`src/rtl/ux607_clic_gw_pkg.sv`:
```
// Shared types and helpers for the CLIC interrupt gateway.
// Latency: none (types and pure functions only).
// Backpressure: not applicable.
package ux607_clic_gw_pkg;

  // Gateway handshake states
  typedef enum logic [1:0] {
    GW_IDLE = 2'd0,
    GW_REQ  = 2'd1,
    GW_SERV = 2'd2
  } gw_state_e;

  // Widest line vector the priority encoder handles
  localparam int GW_MAX_IRQ = 256;
  localparam int GW_ENC_W   = 8;

  // Minimum ID width able to name every line (at least one bit)
  function automatic int gw_id_w(input int irq_num);
    if (irq_num <= 2) return 1;
    return $clog2(irq_num);
  endfunction

  // Index of the lowest set bit; 0 when the vector is empty
  function automatic logic [GW_ENC_W-1:0] gw_lowest_set(input logic [GW_MAX_IRQ-1:0] vec);
    logic [GW_ENC_W-1:0] idx;
    idx = '0;
    for (int i = GW_MAX_IRQ - 1; i >= 0; i--) begin
      if (vec[i]) idx = GW_ENC_W'(i);
    end
    return idx;
  endfunction

endpackage

```
`src/rtl/ux607_clic_irq_gate.sv`:
```
// One interrupt line: optional 2-flop sync, edge history and pending flop.
// Latency: raw line to pend is 3 cycles with SYNC=1, 1 cycle with SYNC=0.
// Backpressure: none; edge pending holds until cleared, further edges merge.
module ux607_clic_irq_gate #(
  parameter int SYNC = 1
) (
  input  logic clk,
  input  logic rst,
  input  logic irq_line,
  input  logic trig,
  input  logic clr,
  output logic pend
);

  logic s;
  logic s_prev;
  logic trig_q;

  generate
    if (SYNC != 0) begin : g_sync
      logic [1:0] sync_q;

      // Two-stage synchroniser for lines coming from other clock domains
      always_ff @(posedge clk) begin
        if (rst) sync_q <= '0;
        else     sync_q <= {sync_q[0], irq_line};
      end

      assign s = sync_q[1];
    end else begin : g_nosync
      assign s = irq_line;
    end
  endgenerate

  // Edge history, mode tracking and pending state; a mode change flushes pending
  always_ff @(posedge clk) begin
    if (rst) begin
      s_prev <= 1'b0;
      trig_q <= 1'b0;
      pend   <= 1'b0;
    end else begin
      s_prev <= s;
      trig_q <= trig;
      if (trig != trig_q) begin
        pend <= 1'b0;
      end else if (trig) begin
        // A new rising edge wins over a same-cycle clear
        pend <= (s & ~s_prev) | (pend & ~clr);
      end else begin
        pend <= s;
      end
    end
  end

endmodule

```
`src/rtl/ux607_clic_irq_gateway.sv`:
```
// CLIC gateway: per-line pending, fixed lowest-index priority, req/ack/done to core.
// Latency: line rise to irq_req is 4 cycles (SYNC=1) or 2 cycles (SYNC=0).
// Backpressure: one request held until ack or withdrawal; no nesting while in service.
module ux607_clic_irq_gateway
  import ux607_clic_gw_pkg::*;
#(
  parameter int IRQ_NUM = 50,
  parameter int ID_W    = 6,
  parameter int SYNC    = 1
) (
  input  logic               clk,
  input  logic               rst,
  input  logic [IRQ_NUM-1:0] clic_irq_i,
  input  logic [IRQ_NUM-1:0] irq_en,
  input  logic [IRQ_NUM-1:0] irq_trig,
  output logic               irq_req,
  output logic [ID_W-1:0]    irq_id,
  input  logic               irq_ack,
  input  logic               irq_done,
  output logic               irq_active,
  output logic [ID_W-1:0]    irq_act_id,
  output logic [IRQ_NUM-1:0] irq_pend
);

  localparam int ID_SPAN = 2 ** ID_W;

  generate
    if (ID_W < gw_id_w(IRQ_NUM)) begin : g_bad_id_w
      $error("ID_W too narrow to name every interrupt line");
    end
    if (IRQ_NUM > GW_MAX_IRQ) begin : g_bad_irq_num
      $error("IRQ_NUM exceeds priority encoder width");
    end
  endgenerate

  gw_state_e          state;
  logic [IRQ_NUM-1:0] pend;
  logic [IRQ_NUM-1:0] cand;
  logic [ID_SPAN-1:0] cand_span;
  logic [ID_W-1:0]    winner;
  logic               ack_fire;

  assign cand      = pend & irq_en;
  assign cand_span = ID_SPAN'(cand);
  assign winner    = ID_W'(gw_lowest_set(GW_MAX_IRQ'(cand)));
  assign ack_fire  = (state == GW_REQ) && irq_ack;
  assign irq_pend  = pend;

  generate
    for (genvar i = 0; i < IRQ_NUM; i++) begin : g_line
      ux607_clic_irq_gate #(
        .SYNC (SYNC)
      ) u_gate (
        .clk      (clk),
        .rst      (rst),
        .irq_line (clic_irq_i[i]),
        .trig     (irq_trig[i]),
        .clr      (ack_fire && (irq_id == ID_W'(i))),
        .pend     (pend[i])
      );
    end
  endgenerate

  // Handshake FSM: arbitrate in IDLE, hold the ID in REQ, block nesting in SERV
  always_ff @(posedge clk) begin
    if (rst) begin
      state      <= GW_IDLE;
      irq_req    <= 1'b0;
      irq_id     <= '0;
      irq_active <= 1'b0;
      irq_act_id <= '0;
    end else begin
      case (state)
        GW_IDLE: begin
          if (|cand) begin
            irq_id  <= winner;
            irq_req <= 1'b1;
            state   <= GW_REQ;
          end
        end
        GW_REQ: begin
          // Ack beats a same-cycle withdrawal
          if (irq_ack) begin
            irq_req    <= 1'b0;
            irq_active <= 1'b1;
            irq_act_id <= irq_id;
            state      <= GW_SERV;
          end else if (!cand_span[irq_id]) begin
            irq_req <= 1'b0;
            state   <= GW_IDLE;
          end
        end
        GW_SERV: begin
          if (irq_done) begin
            irq_active <= 1'b0;
            state      <= GW_IDLE;
          end
        end
        default: begin
          irq_req    <= 1'b0;
          irq_active <= 1'b0;
          state      <= GW_IDLE;
        end
      endcase
    end
  end

endmodule

```
`config.mk`:
```
export PLATFORM = sky130hd
export DESIGN_NAME = ux607_clic_irq_gateway
export DESIGN_NICKNAME = d
export VERILOG_FILES = /design/src/rtl/ux607_clic_gw_pkg.sv /design/src/rtl/ux607_clic_irq_gate.sv /design/src/rtl/ux607_clic_irq_gateway.sv
export SDC_FILE = /design/constraint.sdc
export NUM_CORES = 1
export LEC_CHECK = 0
export ABC_AREA = 1
export BUFFER_PORTS_ARGS = -buffer_cell sky130_fd_sc_hd__buf_4
export CAP_MARGIN = 20
export CORE_ASPECT_RATIO = 1.5
export CORE_UTILIZATION = 36
export CTS_CLUSTER_SIZE = 12
export DETAILED_ROUTE_END_ITERATION = 10
export GPL_ROUTABILITY_DRIVEN = 0
export GPL_TIMING_DRIVEN = 0
export HOLD_SLACK_MARGIN = 0.12
export PLACE_DENSITY = 0.65
export SLEW_MARGIN = 10
export SYNTH_ARGS = -nofsm -noshare
export SYNTH_HDL_FRONTEND = slang
export SYNTH_SLANG_ARGS = --single-unit
export TNS_END_PERCENT = 100
```
`constraint.sdc`:
```
create_clock -name clk -period 3.1 [get_ports clk]
set_input_delay 0.155 -clock clk [delete_from_list [all_inputs] [get_ports clk]]
set_output_delay 0.155 -clock clk [all_outputs]
set_load 0.01 [all_outputs]
```
==> results of run 1 <==
## cells in the mapped netlist (all sizes together)
library cell	count
a211oi	2
a21oi	76
a221oi	5
a22oi	3
a31oi	2
a41oi	1
buf	50
clkbuf	34
clkinv	2
dfxtp	266
inv	235
nand2	324
nand3	4
nand3b	2
nand4	5
nor2	270
nor3	1
nor4	1
o2111ai	1
o211ai	49
o21ai	91
o21bai	1
o311ai	2
o31ai	1
or2	1
## flip-flops by register name, summed over array words and instances (netlist names)
| register | flops |
|---|---|
| g_line.u_gate.g_sync.sync_q | 100 |
| g_line.u_gate.pend | 50 |
| g_line.u_gate.s_prev | 50 |
| g_line.u_gate.trig_q | 50 |
| irq_act_id | 6 |
| irq_active | 1 |
| irq_id | 6 |
| irq_req | 1 |
| state | 2 |
## metal layers
metal,vias up,wire length (um),global-route usage [%]
li1,5035,-,-
met1,4592,12400,23.5
met2,319,16800,41.2
met3,89,1820,2.52
met4,0,1700,11.6
met5,-,0,0
## worst paths after layout
check,slack [ns],depth (start not counted),end,from
worst min register to register,0.40,2,g_line[47].u_gate.g_sync.sync_q[1],g_line[47].u_gate.g_sync.sync_q[0]
worst max-delay path,-0.10,52,irq_id[0],g_line[49].u_gate.pend
worst max register to register,-0.10,52,irq_id[0],g_line[49].u_gate.pend
worst min-delay path,0.17,7,irq_id[2],irq_en[7]
## through the flow
step | hold WS (ns) | cell area [um^2] | power [mW] | setup TNS (ns)
final | 0.173 | 14500 | 7.63 | -0.102
after global routing | 0.252 | 14500 | 7.94 | -0.707
after CTS | 0.170 | 14500 | 7.65 | -0.0963
after detailed placement | 0.361 | 12600 | 4.73 | -0.210
after global placement | 0.357 | 12600 | 4.71 | -0.195
after floorplan | 0.262 | 10500 | 4.25 | 0
## layout make-up
cell class | instances | area [um^2] | share of cell area [%]
inverters | 237 | 890 | 6.15
clock buffers | 34 | 732 | 5.06
well taps | 390 | 488 | 3.37
multi-input cells | 842 | 3800 | 26.3
plain buffers | 84 | 503 | 3.48
flip-flops and latches | 266 | 5330 | 36.9
repair buffers | 325 | 2710 | 18.7
## cell families (layout without fill, tap and decap cells)
kind of cell           count (synthesis)  in the layout  synth area share [%]
AOI/OAI and AO/OA                    234            234                  12.9
and+or+nand+nor                      608            608                  23.2
buffers and inverters                321            680                  13.2
DFF                                  266            266                  50.7
## power by group through the flow
stage          sequential, mW  clock, mW  combinational [mW]
4_1_cts                  3.67       2.89                1.10
3_5_place_dp             3.75          0               0.981
2_1_floorplan            3.73          0               0.527
3_3_place_gp             3.74          0               0.968
6_report                 3.68       2.84                1.11
5_1_grt                  3.69       3.02                1.23
## worst max-delay path, delay by kind of cell (launching register included)
kind                   cells  cell delay (ns)
AOI/OAI and AO/OA          1             0.05
buffers and inverters      1             0.04
DFF                        1             0.36
and+or+nand+nor           50             2.61
## repair_timing
action	in CTS	in global routing
resized for setup	7	1
endpoints found under the hold margin	157	0
setup buffers	1	0
endpoints found under the setup margin	1	8
pin swaps	0	0
hold buffers	108	0
cloned	0	0
==> results_dict.tcl, run 1 <==
set metrics [dict create \
    grt_pass1_vias 9816 \
    rsz0062_at_grt "true" \
    switching_share_pct 25.6 \
    cpMostUsedCell "nand2_1" \
    cap_viol_max_count 0 \
    die-height_um 211 \
    clkTransAtPathRegs_ns 0.07 \
    avgSynthCellArea_um2 7.35 \
    htreeDepth 1 \
    drt_iter0_markers 527 \
    clockBufferDepth 3 \
    slew_violations 0 \
    cp.required_ns 3.50 \
    die_x_um 142 \
    setup.worst_path.class "flop to flop" \
    synthTopCellsByArea "dfxtp_1 (51%), nand2_1 (11%), nor2_1 (9.6%)" \
    start_kind "flop" \
    cp_slowest_cell "dfxtp_4" \
    postRouteAntennaNets 0 \
    vias 10000 \
    synth_nets 1583 \
    place_inst 2035 \
    drive_above_1_share_pct 18.1 \
    grt_pass1_wl_um 49300 \
    dp_hpwl_um 24900 \
    grt_remaining_overflow 0 \
    fin_cells 2178 \
    post-route-min-period_ns 3.20 \
    leakage_nw 6.87 \
    via_per_inst 4.61 \
    power_frac_seq_pct 48.2 \
    nets 1936 \
    fin_crit_sh_pct 103 \
    routed_wl_um 32700 \
    hold_class "input pin to flop" \
    core-area_mm2 0.0287 \
    finalSetupViolations 1 \
    skew_ns 0.00969 \
    place_ws_ns -0.210 \
    power_frac_comb_pct 14.5 \
    p_sw_mw 1.95 \
    nFillCells 2845 \
    mostFrequentLayoutCell "nand2_1" \
    layout_common_cells "nand2_1 (305), nor2_1 (269), buf_4 (267)" \
    tightest_slew_ns 0.761 \
    io_pins 218 \
    max_freq_ghz 0.312 \
    maxSlewHeadroom_pct 49.3 \
    clock_latency_ns 0.53 \
    drc_errors 0 \
    grt_start_max_net_pins 13 \
    postLayoutCoreUtil_pct 50.4 \
    ys_ff_latch 266 \
    io_buffers 216 \
    max_stage_delay_ns 0.36 \
    start_util_pct 36.6 \
    status "complete, but fails checks" \
    cts_buffers 26 \
    yosys_warnings 0 \
    cts_num_sinks 266 \
    antenna_found_initial 0 \
    yosys.area.top_type "dfxtp_1" \
    rows 76 \
    clockPowerShare_pct 37.3 \
    netlist_instances 1429 \
    wire_per_inst_um 15.0 \
    yosysTopAreaCellShare_pct 50.7 \
    areaGrowthSynthToFinish_pct 37.6 \
    diodes 0 \
    worst_setup_path_end_kind "flop" \
    p_int_mw 5.67 \
    finalHoldViolCount 0 \
    finalWorstSetupSlack_ns -0.102 \
    power-per-cell-area_mw_per_mm2 527 \
    violations "setup timing" \
    track_usage_pct 21.8 \
    crit_fanout 2 \
    firstDrtPassIters 7 \
    ys_types 29 \
    cts_tree "done" \
    cts-root-buf "clkbuf_16" \
    die_area_mm2 0.0299 \
    yosysSeqAreaShare_pct 50.7 \
    worst_ep_arrival_time_ns 3.60 \
    syn_area_mm2 0.0105 \
    max-vdd-ir-drop_uv 371 \
]
No activity file was read; power rests on OpenSTA's default activity.
==> run 2, diff against run 1 <==
--- a/config.mk
+++ b/config.mk
@@ -9,14 +9,14 @@
 export BUFFER_PORTS_ARGS = -buffer_cell sky130_fd_sc_hd__buf_4
 export CAP_MARGIN = 20
 export CORE_ASPECT_RATIO = 1.5
-export CORE_UTILIZATION = 36
+export CORE_UTILIZATION = 40
 export CTS_CLUSTER_SIZE = 12
 export DETAILED_ROUTE_END_ITERATION = 10
 export GPL_ROUTABILITY_DRIVEN = 0
 export GPL_TIMING_DRIVEN = 0
 export HOLD_SLACK_MARGIN = 0.12
-export PLACE_DENSITY = 0.65
-export SLEW_MARGIN = 10
+export PLACE_DENSITY = 0.7
+export SLEW_MARGIN = 0
 export SYNTH_ARGS = -nofsm -noshare
 export SYNTH_HDL_FRONTEND = slang
 export SYNTH_SLANG_ARGS = --single-unit
==> run 2 against run 1 <==
Compared with the run above:
- the flow still finishes with violations (setup timing)
- clock-buffer cell count shrank 3
- worst hold slack improved by 0.0015 ns
- critical path depth is 1 lower
- final cell count is 2.5% lower
- cell area shrank 0.65%
- via count rose by 1.0%
- die area shrank 9.9%
==> results_dict.tcl, run 2 (synthesized netlist as in run 1, its figures left out) <==
set metrics [dict create \
    final_cell_area_mm2 0.0144 \
    cts_tree "done" \
    vias 10100 \
    tightest_slew_ns 0.785 \
    crit_fanout 3 \
    largest_reg_flops 100 \
    place_inst 1978 \
    slew_violations 0 \
    mostFrequentLayoutCell "nand2_1" \
    postPlaceCellArea_mm2 0.0125 \
    maxSlewHeadroom_pct 47.7 \
    cap_viol_max_count 0 \
    cp_slowest_cell "dfxtp_4" \
    violations "setup timing" \
    grt_pass1_wl_um 49300 \
    worst_ep_arrival_time_ns 3.58 \
    antenna_found_initial 2 \
    grt_remaining_overflow 0 \
    cp_top_family "simple AND/OR/NAND/NOR gates" \
    largest-register "g_line.u_gate.g_sync.sync_q" \
    worst_setup_path_end_kind "flop" \
    nets 1937 \
    drive_above_1_share_pct 18.1 \
    routed_wl_um 32100 \
    core-area_mm2 0.0258 \
    fin_crit_sh_pct 103 \
    wire_per_inst_um 15.1 \
    grt_start_max_net_pins 13 \
    hold_class "input pin to flop" \
    drt_iter0_markers 582 \
    path_buf_inv 0 \
    finalWorstSetupSlack_ns -0.0804 \
    status "complete, but fails checks" \
    clockBufferDepth 3 \
    power-per-cell-area_mw_per_mm2 525 \
    io_pins 218 \
    io_buffers 216 \
    max_stage_delay_ns 0.38 \
    start_kind "flop" \
    firstDrtPassIters 6 \
    clkTransAtPathRegs_ns 0.07 \
    die-height_um 201 \
    setup.worst_path.class "flop to flop" \
    die_area_mm2 0.0269 \
    rsz0062_at_grt "true" \
    cts_buffers 26 \
    htreeDepth 1 \
    finalHoldViolCount 0 \
    cts-root-buf "clkbuf_16" \
    max-vdd-ir-drop_uv 430 \
    cts_num_sinks 266 \
    dp_hpwl_um 24300 \
    postRouteAntennaNets 0 \
    layout_common_cells "nand2_1 (305), nor2_1 (269), buf_4 (269)" \
    cpMostUsedCell "nand2_1" \
    start_util_pct 40.8 \
    fin_cells 2123 \
    via_per_inst 4.77 \
    areaGrowthSynthToFinish_pct 36.7 \
    grt_pass1_vias 9961 \
    nFillCells 2414 \
    drc_errors 0 \
    max_freq_ghz 0.314 \
    die_x_um 134 \
    post-route-min-period_ns 3.18 \
    clock_latency_ns 0.53 \
    cp.required_ns 3.50 \
    track_usage_pct 23.8 \
    leakage_nw 6.86 \
    total_power_mw 7.54 \
    rows 72 \
    skew_ns 0.00994 \
    finalSetupViolations 1 \
]
## run 2: final cells by class
cell class                 count  area (um^2)  share of cell area (%)
sequential                   266         5330                    37.1
multi-input combinational    842         3800                    26.5
timing repair buffer         326         2720                    18.9
inverter                     237          890                    6.19
clock buffer                  31          691                    4.81
buffer                        84          503                    3.50
tap                          333          417                    2.90
clock inverter                 2         10.0                  0.0697
antenna                        2         5.00                  0.0348
## run 2: final timing paths
kind | start | end | slack (ns) | depth (start not counted)
setup / recovery | g_line[48].u_gate.pend | irq_id[0] | -0.08 | 51
hold / removal | irq_en[7] | irq_id[2] | 0.17 | 7
setup reg to reg | g_line[48].u_gate.pend | irq_id[0] | -0.08 | 51
hold reg to reg | g_line[37].u_gate.g_sync.sync_q[0] | g_line[37].u_gate.g_sync.sync_q[1] | 0.40 | 2
## run 2: metrics by stage
step	setup TNS [ns]	setup WS [ns]	util (%)	hold WS (ns)
after global routing	-0.523	-0.523	55.8	0.213
after global placement	-0.151	-0.151	48.7	0.356
after detailed placement	-0.172	-0.172	48.7	0.361
after CTS	-0.0795	-0.0795	55.7	0.163
after floorplan	0	0.431	-	0.262
final	-0.0804	-0.0804	55.8	0.174
## run 2: what timing repair did
item | 4_1_cts | 5_1_grt
endpoints found under the setup margin | 1 | 11
setup buffers | 3 | 0
hold buffers | 107 | 0
pin swaps | 1 | 1
hold endpoints to repair | 157 | 0
cloned | 0 | 0
resized for setup | 6 | 1
## run 2: layer usage
metal | vias up | GRT usage [%] | routed length [um]
met5 | - | 0 | 0
met4 | 0 | 16.1 | 2120
met3 | 109 | 2.95 | 1860
met2 | 386 | 42.9 | 16100
met1 | 4604 | 25.5 | 12000
li1 | 5036 | - | -
## run 2: report_power, final
part           internal [mW]  switching, mW  total, mW
clock network           1.54           1.21       2.76
registers               3.57         0.0992       3.67
logic                  0.480          0.629       1.11
total                   5.60           1.94       7.54
## run 2: worst min-delay path, delay by kind of cell
kind / cells / cell delay (ns)
compound gates: 1 / 0.10
buf+inv: 1 / 0.08
simple gates: 5 / 0.33
==> run 3, diff against run 2 <==
--- a/config.mk
+++ b/config.mk
@@ -6,16 +6,16 @@
 export NUM_CORES = 1
 export LEC_CHECK = 0
 export ABC_AREA = 1
-export BUFFER_PORTS_ARGS = -buffer_cell sky130_fd_sc_hd__buf_4
 export CAP_MARGIN = 20
 export CORE_ASPECT_RATIO = 1.5
 export CORE_UTILIZATION = 40
 export CTS_CLUSTER_SIZE = 12
 export DETAILED_ROUTE_END_ITERATION = 10
+export DONT_BUFFER_PORTS = 1
 export GPL_ROUTABILITY_DRIVEN = 0
 export GPL_TIMING_DRIVEN = 0
 export HOLD_SLACK_MARGIN = 0.12
-export PLACE_DENSITY = 0.7
+export PLACE_DENSITY = 0.63
 export SLEW_MARGIN = 0
 export SYNTH_ARGS = -nofsm -noshare
 export SYNTH_HDL_FRONTEND = slang
==> run 3 against run 2 <==
Compared with the run above:
- the run still ends with setup timing left
- non-clock buffer count decreased by 212
- sequential power barely moved
- clock-buffer cell count grew 2
- cell area shrank 11%
- via count is 8.8% lower
- sequential cell count did not move
- critical path depth increased by 1
- critical path type unchanged
- critical endpoint unchanged
- largest cell class unchanged
==> results_dict.tcl, run 3 (synthesized netlist as in run 1, its figures left out) <==
set metrics [dict create \
    status "complete, but fails checks" \
    violations "setup timing" \
    wire_per_inst_um 16.2 \
    cts_num_sinks 266 \
    place_ws_ns -0.202 \
    cp_slowest_cell "dfxtp_4" \
    cp_top_family "simple AND/OR/NAND/NOR gates" \
    cts-root-buf "clkbuf_16" \
    finalSetupViolations 1 \
    grt_remaining_overflow 0 \
    leakage_nw 5.81 \
    max_stage_delay_ns 0.36 \
    areaGrowthSynthToFinish_pct 22.1 \
    io_buffers 0 \
    start_kind "flop" \
    io_pins 218 \
    die_x_um 134 \
    postRouteAntennaNets 0 \
    drc_errors 0 \
    hold_class "input pin to flop" \
    cts_tree "done" \
    grt_pass1_wl_um 46800 \
    dp_hpwl_um 23600 \
    cts_buffers 27 \
    clockBufferDepth 3 \
    path_buf_inv 1 \
    nets 1726 \
    postLayoutCoreUtil_pct 49.8 \
    start_util_pct 40.8 \
    finalHoldViolCount 0 \
    clkTransAtPathRegs_ns 0.06 \
    worst_ep_arrival_time_ns 3.61 \
    setup.worst_path.class "flop to flop" \
    largest-register "g_line.u_gate.g_sync.sync_q" \
    grt_start_max_net_pins 13 \
    cp.required_ns 3.50 \
    cap_viol_max_count 0 \
    fin_crit_sh_pct 103 \
    track_usage_pct 22.8 \
    power-per-cell-area_mw_per_mm2 582 \
    finalWorstSetupSlack_ns -0.107 \
    antenna_found_initial 1 \
    firstDrtPassIters 5 \
    mostFrequentLayoutCell "nand2_1" \
    core-area_mm2 0.0258 \
    slew_violations 0 \
    die-height_um 201 \
    routed_wl_um 31000 \
    max_freq_ghz 0.312 \
    diodes 0 \
    drt_iter0_markers 452 \
    layout_common_cells "nand2_1 (305), nor2_1 (269), dfxtp_1 (264)" \
    clock_latency_ns 0.54 \
    die_area_mm2 0.0269 \
    maxSlewHeadroom_pct 48.5 \
    rows 72 \
    skew_ns 0.0215 \
    drive_above_1_share_pct 6.97 \
    vias 9248 \
    largest_reg_flops 100 \
    htreeDepth 1 \
    worst_setup_path_end_kind "flop" \
    grt_pass1_vias 8994 \
    nFillCells 2561 \
    rsz0062_at_grt "true" \
    max-vdd-ir-drop_uv 409 \
    post-route-min-period_ns 3.21 \
    crit_fanout 2 \
    cpMostUsedCell "nand2_1" \
    via_per_inst 4.84 \
    tightest_slew_ns 0.772 \
]
[run 3: changes by cell type in the layout (fill, tap and decap cells not counted)]
cell / previous run / this run
diode_2: 2 / 0
clkinvlp_4: 0 / 2
clkbuf_1: 38 / 37
dlygate4sd3_1: 107 / 112
clkinv_2: 2 / 1
buf_4: 269 / 52
clkbuf_8: 0 / 3
[run 3: stage by stage]
step	cells	TNS [ns]	power [mW]	area, um^2	hold WS, ns
finish	1912	-0.107	7.47	12800	0.147
global route	1912	-0.842	7.78	12800	0.171
CTS	1912	-0.106	7.53	12800	0.121
detailed placement	1762	-0.202	4.51	10900	0.265
global placement	1762	-0.191	4.49	10900	0.264
floorplan	1429	0	4.25	10500	0.262
[run 3: layout make-up]
| class | instances | area, um^2 | share of cell area, % |
|---|---|---|---|
| Clock inverter | 3 | 20.0 | 0.156 |
| Multi-Input combinational cell | 842 | 3800 | 29.7 |
| Sequential cell | 266 | 5330 | 41.6 |
| Timing Repair Buffer | 114 | 1140 | 8.85 |
| Clock buffer | 33 | 728 | 5.68 |
| Buffer | 84 | 503 | 3.92 |
| Inverter | 237 | 890 | 6.93 |
| Tap cell | 333 | 417 | 3.25 |
[run 3: where the power goes]
group / leakage (nW) / internal (mW) / switching (mW) / total, mW
Clock: 0.362 / 1.63 / 1.27 / 2.89
Combinational: 3.27 / 0.324 / 0.558 / 0.882
Sequential: 2.19 / 3.57 / 0.120 / 3.69
Total: 5.81 / 5.52 / 1.95 / 7.47
[run 3: repair_timing]
action	CTS	global route
hold endpoints to repair	159	0
resized for setup	6	1
setup endpoints to repair	1	2
hold buffers	112	0
pin swaps	0	0
setup buffers	2	0
[run 3: final timing paths]
kind / start / endpoint / slack [ns] / cells after the start
worst max-delay path: g_line[49].u_gate.pend / irq_id[0] / -0.11 / 52
worst min-delay path: irq_en[5] / irq_id[1] / 0.15 / 5
worst max register to register: g_line[49].u_gate.pend / irq_id[0] / -0.11 / 52
worst min register to register: g_line[0].u_gate.g_sync.sync_q[0] / g_line[0].u_gate.g_sync.sync_q[1] / 0.40 / 2
[run 3: layer usage]
layer,global-route usage [%],wire length [um],part of all wire (%),vias to the layer above
met2,40.9,15300,49,298
met4,13.0,1860,6.0,2
met5,0,12,0.039,-
met3,5.91,2420,7.8,93
met1,23.8,11500,37,4238
li1,-,-,-,4617
[run 3: tightest hold or removal path, cell delays in order]
cell and delay (ns):
nand2_1 0.11, nand2_1 0.11, nor2_1 0.04, o21ai_0 0.14, a21oi_1 0.06
